[src/rtl/audio_pkg.sv]
// rtl/audio_pkg.sv - shared mode encodings and defaults for the audio tone generator
package audio_pkg;

    localparam int AUDIO_BITS_DEF = 12;

    localparam logic [1:0] MODE_HOLD = 2'd0;
    localparam logic [1:0] MODE_SAW  = 2'd1;
    localparam logic [1:0] MODE_TRI  = 2'd2;
    localparam logic [1:0] MODE_SQR  = 2'd3;

endpackage

[src/rtl/audio_channel_gen.sv]
// rtl/audio_channel_gen.sv - per-channel waveform value and triangle direction register
module audio_channel_gen
    import audio_pkg::*;
#(
    parameter int                    AUDIO_BITS  = AUDIO_BITS_DEF,
    parameter logic [AUDIO_BITS-1:0] RESET_VALUE = '0
) (
    input  logic                  clk,
    input  logic                  aclr,
    input  logic                  load,
    input  logic                  dir_reset,
    input  logic [1:0]            mode,
    input  logic [AUDIO_BITS-1:0] step,
    output logic [AUDIO_BITS-1:0] value
);

    localparam logic [AUDIO_BITS-1:0] MAX   = '1;
    localparam logic [AUDIO_BITS:0]   MAX_W = {1'b0, MAX};

    logic                  down;
    logic                  next_down;
    logic [AUDIO_BITS-1:0] next_value;
    logic [AUDIO_BITS:0]   sum;

    // One extra bit so the triangle peak compare cannot wrap
    assign sum = {1'b0, value} + {1'b0, step};

    always_comb begin
        next_value = value;
        next_down  = dir_reset ? 1'b0 : down;
        case (mode)
            MODE_SAW: next_value = value + step;
            MODE_TRI: begin
                // A zero step freezes the waveform, including its direction
                if (step != '0) begin
                    if (!next_down) begin
                        if (sum >= MAX_W) begin
                            next_value = MAX;
                            next_down  = 1'b1;
                        end else begin
                            next_value = sum[AUDIO_BITS-1:0];
                        end
                    end else if (value <= step) begin
                        next_value = '0;
                        next_down  = 1'b0;
                    end else begin
                        next_value = value - step;
                    end
                end
            end
            MODE_SQR: next_value = (value != '0) ? '0 : MAX;
            default:  next_value = value;
        endcase
    end

    always_ff @(posedge clk or posedge aclr) begin
        if (aclr) begin
            value <= RESET_VALUE;
            down  <= 1'b0;
        end else if (load) begin
            value <= next_value;
            down  <= next_down;
        end
    end

endmodule

[src/rtl/audio_tone_gen.sv]
// rtl/audio_tone_gen.sv - multi-channel PCM test-pattern source with rate divider and handshake
module audio_tone_gen
    import audio_pkg::*;
#(
    parameter int AUDIO_BITS    = AUDIO_BITS_DEF,
    parameter int CHANNELS      = 2,
    parameter int DIV_BITS      = 26,
    parameter int PHASE_STAGGER = 1
) (
    input  logic                           clk,
    input  logic                           aclr,
    input  logic                           enable,
    input  logic [1:0]                     mode,
    input  logic [DIV_BITS-1:0]            divisor,
    input  logic [AUDIO_BITS-1:0]          step,
    input  logic                           overrun_clr,
    output logic [CHANNELS*AUDIO_BITS-1:0] pcm_out,
    output logic                           sample_valid,
    input  logic                           sample_ready,
    output logic                           overrun,
    output logic                           status
);

    localparam int SPACING = (1 << AUDIO_BITS) / CHANNELS;

    logic [DIV_BITS-1:0] count;
    logic [1:0]          mode_q;
    logic                tick;
    logic                gen;
    logic                drop;
    logic                xfer;

    assign tick = enable && (count >= divisor);
    assign xfer = sample_valid && sample_ready;
    // A tick either loads a fresh sample or, if the old one is still waiting, is dropped
    assign gen  = tick && (!sample_valid || sample_ready);
    assign drop = tick && sample_valid && !sample_ready;

    always_ff @(posedge clk or posedge aclr) begin
        if (aclr) begin
            count        <= '0;
            mode_q       <= MODE_HOLD;
            sample_valid <= 1'b0;
            overrun      <= 1'b0;
            status       <= 1'b0;
        end else begin
            mode_q <= mode;
            if (!enable || tick) begin
                count <= '0;
            end else begin
                count <= count + DIV_BITS'(1);
            end
            if (gen) begin
                sample_valid <= 1'b1;
            end else if (xfer) begin
                sample_valid <= 1'b0;
            end
            if (drop) begin
                overrun <= 1'b1;
            end else if (overrun_clr) begin
                overrun <= 1'b0;
            end
            if (gen) begin
                status <= ~status;
            end
        end
    end

    for (genvar c = 0; c < CHANNELS; c++) begin : g_chan
        localparam logic [AUDIO_BITS-1:0] RV =
            (PHASE_STAGGER != 0) ? AUDIO_BITS'(c * SPACING) : '0;

        audio_channel_gen #(
            .AUDIO_BITS  (AUDIO_BITS),
            .RESET_VALUE (RV)
        ) u_chan (
            .clk       (clk),
            .aclr      (aclr),
            .load      (gen),
            .dir_reset (mode_q != mode),
            .mode      (mode),
            .step      (step),
            .value     (pcm_out[c*AUDIO_BITS +: AUDIO_BITS])
        );
    end

endmodule

[config.mk]
export PLATFORM = sky130hd
export DESIGN_NAME = audio_tone_gen
export DESIGN_NICKNAME = d
export VERILOG_FILES = /design/src/rtl/audio_pkg.sv /design/src/rtl/audio_channel_gen.sv /design/src/rtl/audio_tone_gen.sv
export SDC_FILE = /design/constraint.sdc
export NUM_CORES = 1
export LEC_CHECK = 0
export CAP_MARGIN = 5
export CORE_ASPECT_RATIO = 1.4
export CORE_MARGIN = 1
export CORE_UTILIZATION = 50
export CTS_CLUSTER_DIAMETER = 150
export CTS_CLUSTER_SIZE = 14
export DETAILED_ROUTE_END_ITERATION = 8
export DONT_BUFFER_PORTS = 1
export GPL_TIMING_DRIVEN = 0
export SLEW_MARGIN = 5
export SYNTH_ARGS = -nofsm -noshare
export SYNTH_HDL_FRONTEND = slang
export SYNTH_SLANG_ARGS = --single-unit
[constraint.sdc]
create_clock -name clk -period 3.5 [get_ports clk]
set_clock_uncertainty 0.15 [all_clocks]
set_input_delay 0.7 -clock clk [delete_from_list [all_inputs] [get_ports clk]]
set_output_delay 0.7 -clock clk [all_outputs]
set_load 0.1 [all_outputs]
==> impl_metrics.prom <==
# TYPE chip_impl_metric gauge
chip_impl_metric{name="finish.cell_count_without_fillers",unit=""} 976
chip_impl_metric{name="synth_warnings",unit=""} 0
chip_impl_metric{name="p_int",unit="mW"} 1.742
chip_impl_metric{name="final_layout_size_suffix_gt1_share",unit="%"} 10.90
chip_impl_metric{name="grt_pass1_wl",unit="um"} 31880
chip_impl_info{name="clock_tree_from_tritoncts",value="built"} 1
chip_impl_metric{name="reg2regPathDepth",unit=""} 10
chip_impl_info{name="post-synth-top-count-cell",value="sky130_fd_sc_hd__nor2_1"} 1
chip_impl_metric{name="tightest_slew",unit="ns"} 0.9385
chip_impl_metric{name="synth-seq-area-share",unit="%"} 22.38
chip_impl_metric{name="hold_viol_final",unit=""} 0
chip_impl_metric{name="synth_cell_types",unit=""} 79
chip_impl_metric{name="drt_iter0_markers",unit=""} 465
chip_impl_metric{name="drc_errors",unit=""} 0
chip_impl_metric{name="power_density",unit="nW/um^2"} 409.8
chip_impl_metric{name="crit_path_arrival_time",unit="ns"} 3.48
chip_impl_metric{name="grt_start_max_net_pins",unit=""} 37
chip_impl_metric{name="sequentialPowerShare",unit="%"} 33.2
chip_impl_metric{name="antenna_found_initial",unit=""} 0
chip_impl_metric{name="insertion_delay",unit="ns"} 0.34
chip_impl_metric{name="cap_violations",unit=""} 0
chip_impl_metric{name="die_h",unit="um"} 135.7
chip_impl_metric{name="drt-wirelength-per-cell",unit="um"} 21.18
chip_impl_info{name="clock_tree.root_cell",value="sky130_fd_sc_hd__clkbuf_16"} 1
chip_impl_info{name="post-synth-top-area-cell",value="sky130_fd_sc_hd__dfrtp_1"} 1
chip_impl_info{name="netlist_top_cells_area",value="sky130_fd_sc_hd__dfrtp_1 22%, sky130_fd_sc_hd__ha_1 15%, sky130_fd_sc_hd__nor2_1 5.6%"} 1
chip_impl_info{name="timing.critical_path.to",value="g_chan[0].u_chan.value[0]"} 1
chip_impl_metric{name="finalWirelength",unit="um"} 20670
chip_impl_metric{name="synthesis.area",unit="sq um"} 6380
chip_impl_metric{name="antenna_violating_nets_post_route",unit=""} 0
chip_impl_metric{name="routabilityCongestion",unit=""} 0.9457
chip_impl_metric{name="comb_power_share",unit="%"} 30.3
chip_impl_metric{name="syn_avg_cell_area",unit="sq um"} 7.867
chip_impl_info{name="ys.flop_type",value="sky130_fd_sc_hd__dfrtp_1"} 1
chip_impl_metric{name="synthDominantCellAreaShare",unit="%"} 21.97
chip_impl_metric{name="io_buffer_count",unit=""} 0
chip_impl_info{name="min_path_type",value="input pin to async pin"} 1
chip_impl_metric{name="synth-edff-count",unit=""} 0
chip_impl_metric{name="drt_pre_antenna_iters",unit=""} 5
chip_impl_metric{name="total_power",unit="mW"} 2.919
chip_impl_info{name="endpoint_kind",value="flop"} 1
chip_impl_metric{name="grt_util_all_layers",unit="%"} 31.09
chip_impl_metric{name="critical_path_required",unit="ns"} 3.60
chip_impl_info{name="worstReg2RegEnd",value="g_chan[0].u_chan.value[0]"} 1
chip_impl_metric{name="cts-root-to-sink-buffers",unit=""} 2
chip_impl_info{name="crit_path_cell_trace",value="ha_1, nand2b_1, a22o_1, o31ai_2, xor2_1, or2_1, nor4b_4, a211oi_4, buf_4, a22oi_1"} 1
chip_impl_metric{name="dp.final_hpwl",unit="um"} 16090
chip_impl_metric{name="setup_viol_count_final",unit=""} 0
chip_impl_metric{name="vias_in_the_first_global_route",unit=""} 6037
chip_impl_metric{name="postCtsHoldBufs",unit=""} 0
chip_impl_metric{name="worst-r2r-setup-slack",unit="ns"} 0.12
chip_impl_metric{name="final_slew_violations",unit=""} 0
chip_impl_metric{name="grt.overflow.total",unit=""} 0
chip_impl_metric{name="floorplan.initialDensity",unit="%"} 51.57
chip_impl_metric{name="via_per_inst",unit=""} 6.528
chip_impl_metric{name="syn_inst",unit=""} 811
chip_impl_metric{name="cts.sink_count",unit=""} 57
chip_impl_metric{name="clkTransAtPathRegs",unit="ns"} 0.06
chip_impl_metric{name="n_antenna_cell",unit=""} 0
chip_impl_metric{name="die-area",unit="sq um"} 13220
chip_impl_metric{name="post_route_cell_area",unit="sq um"} 7123
chip_impl_metric{name="power_frac_clock",unit="%"} 36.5
chip_impl_metric{name="via_count",unit=""} 6371
chip_impl_metric{name="cts_h_tree_depth",unit=""} 3
chip_impl_metric{name="cp_slowest_stage_delay",unit="ns"} 0.64
chip_impl_metric{name="final_nets",unit=""} 945
chip_impl_metric{name="synthArstFlopShare",unit="%"} 100.0
chip_impl_metric{name="netSwitchingPower",unit="mW"} 1.177
chip_impl_metric{name="area_after_dpl",unit="sq um"} 6588
chip_impl_metric{name="fmax",unit="MHz"} 295.7
chip_impl_info{name="rsz0062_at_grt",value="yes"} 1
chip_impl_metric{name="placement_rows",unit=""} 48
chip_impl_metric{name="p_leak",unit="nW"} 3.069
chip_impl_info{name="critPathSlowestCell",value="sky130_fd_sc_hd__dfrtp_4"} 1
chip_impl_info{name="startpoint_type",value="flop"} 1
chip_impl_metric{name="synthToLayoutAreaGrowth",unit="%"} 11.65
chip_impl_metric{name="die_width",unit="um"} 97.47
chip_impl_metric{name="layout_worst_path_cycle_share",unit="%"} 96.63
chip_impl_info{name="r2r-start",value="g_chan[0].u_chan.value[1]"} 1
chip_impl_metric{name="peak_ir_drop_on_the_vdd_network",unit="uV"} 306.0
chip_impl_metric{name="place.detailed.instances",unit=""} 962
chip_impl_metric{name="critical_path.max_fanout",unit=""} 7
chip_impl_metric{name="core_area",unit="sq um"} 12370
chip_impl_info{name="synthTopCellsByCount",value="95 x sky130_fd_sc_hd__nor2_1, 75 x sky130_fd_sc_hd__ha_1, 61 x sky130_fd_sc_hd__inv_1"} 1
chip_impl_metric{name="switching_share",unit="%"} 40.31
chip_impl_info{name="startpoint",value="g_chan[0].u_chan.value[1]"} 1
chip_impl_metric{name="timing.final.crit_period",unit="ns"} 3.382
chip_impl_metric{name="ys_seq_elements",unit=""} 57
chip_impl_info{name="status",value="finished, final reports clean"} 1
chip_impl_info{name="path_class",value="flop to flop"} 1
chip_impl_metric{name="tritoncts_buffers",unit=""} 9
chip_impl_metric{name="synth_nets",unit=""} 935
chip_impl_metric{name="maxSlewHeadroom",unit="%"} 37.43
chip_impl_metric{name="filler_cell_count",unit=""} 1158
chip_impl_metric{name="boundaryPins",unit=""} 72
how the worst min path moves through the flow:
stage | end | slack [ns] | from
floorplan | g_chan[1].u_chan.down | 0.33 | g_chan[1].u_chan.down
global placement | g_chan[1].u_chan.down | 0.36 | g_chan[1].u_chan.down
detailed placement | g_chan[1].u_chan.down | 0.38 | g_chan[1].u_chan.down
CTS | count[15] | 0.15 | aclr
global route | g_chan[0].u_chan.value[5] | 0.17 | aclr
finish | g_chan[0].u_chan.value[5] | 0.12 | aclr
cell families (layout without fill, tap and decap cells):
| kind of cell | Yosys count | after routing | share of synthesized area, % |
|---|---|---|---|
| AND/OR/NAND/NOR | 297 | 297 | 23.61 |
| AO/OA/AOI/OAI | 227 | 227 | 24.50 |
| buffers and inverters | 97 | 112 | 6.021 |
| adder cells (fa/ha/maj) | 79 | 79 | 15.96 |
| flip-flops | 57 | 57 | 22.38 |
| XOR/XNOR | 48 | 48 | 6.590 |
| multiplexers | 6 | 6 | 0.9414 |
worst max-delay path, delay by kind of cell, from the launching register on:
kind | cells | cell delay (ns)
flip-flops | 1 | 0.64
AND/OR/NAND/NOR | 3 | 0.83
buffers and inverters | 1 | 0.18
AO/OA/AOI/OAI | 4 | 0.91
adder cells (fa/ha/maj) | 1 | 0.37
XOR/XNOR | 1 | 0.19
final cells by class:
class | count | area [sq um] | area share (%)
buffer | 32 | 146.4 | 2.055
clock buffer | 9 | 225.2 | 3.162
clock inverter | 7 | 125.1 | 1.757
inverter | 61 | 229.0 | 3.214
multi-input combinational | 657 | 4682 | 65.73
sequential | 57 | 1493 | 20.96
tap | 150 | 187.7 | 2.635
timing repair buffer | 3 | 35.03 | 0.4918
stage by stage:
step | utilization (%) | setup slack, ns | hold WS [ns] | setup TNS (ns)
2_1_floorplan | - | 0.01251 | 0.3343 | 0
3_3_place_gp | 53.08 | -0.5463 | 0.3608 | -7.804
3_5_place_dp | 53.25 | -0.6145 | 0.3779 | -8.822
4_1_cts | 56.71 | 0.01277 | 0.1458 | 0
5_1_grt | 57.57 | -0.03237 | 0.1705 | -0.04944
6_report | 57.57 | 0.1180 | 0.1232 | 0
state kept, by name, indices dropped and copies added (netlist names):
register and flops:
g_chan.u_chan.down 2, overrun 1, count 26, g_chan.u_chan.value 24, sample_valid 1, status 1
mode_q 2
placed cells by master, fill, tap and decap left out, types with 13 or more instances in the layout:
| master | synthesis | final |
|---|---|---|
| sky130_fd_sc_hd__clkbuf_1 | 26 | 18 |
| sky130_fd_sc_hd__xor2_1 | 20 | 20 |
| sky130_fd_sc_hd__dfrtp_4 | 0 | 13 |
| sky130_fd_sc_hd__nor3_1 | 27 | 25 |
| sky130_fd_sc_hd__nand2b_1 | 20 | 20 |
| sky130_fd_sc_hd__nor2_1 | 95 | 95 |
| sky130_fd_sc_hd__nand2_1 | 44 | 44 |
| sky130_fd_sc_hd__ha_1 | 75 | 75 |
| sky130_fd_sc_hd__a211oi_1 | 20 | 18 |
| sky130_fd_sc_hd__dfrtp_1 | 56 | 33 |
| sky130_fd_sc_hd__a21oi_1 | 60 | 59 |
| sky130_fd_sc_hd__nand4_1 | 15 | 15 |
| sky130_fd_sc_hd__nand3_1 | 23 | 23 |
| sky130_fd_sc_hd__inv_1 | 61 | 60 |
| sky130_fd_sc_hd__o21ai_0 | 38 | 38 |
| sky130_fd_sc_hd__nor2b_1 | 15 | 14 |
| sky130_fd_sc_hd__xnor2_1 | 28 | 28 |
power groups by stage:
stage,combinational [mW],sequential (mW),clock (mW)
2_1_floorplan,0.641,0.944,0
3_3_place_gp,0.811,0.965,0
3_5_place_dp,0.829,0.967,0
4_1_cts,0.842,0.964,1.07
5_1_grt,0.963,0.974,1.10
6_report,0.883,0.970,1.07
metal layers:
metal,GRT usage [%],wire [um]
met5,0,0
met3,5.263,1279
met1,35.40,7937
met4,14.71,1088
met2,56.29,10370
repair_timing:
item | 4_1_cts | 5_1_grt
setup endpoints to repair | 26 | 25
resized for setup | 35 | 31
pin swaps | 1 | 2
buffers inserted | 0 | 2
No activity file was read; power rests on OpenSTA's default activity.
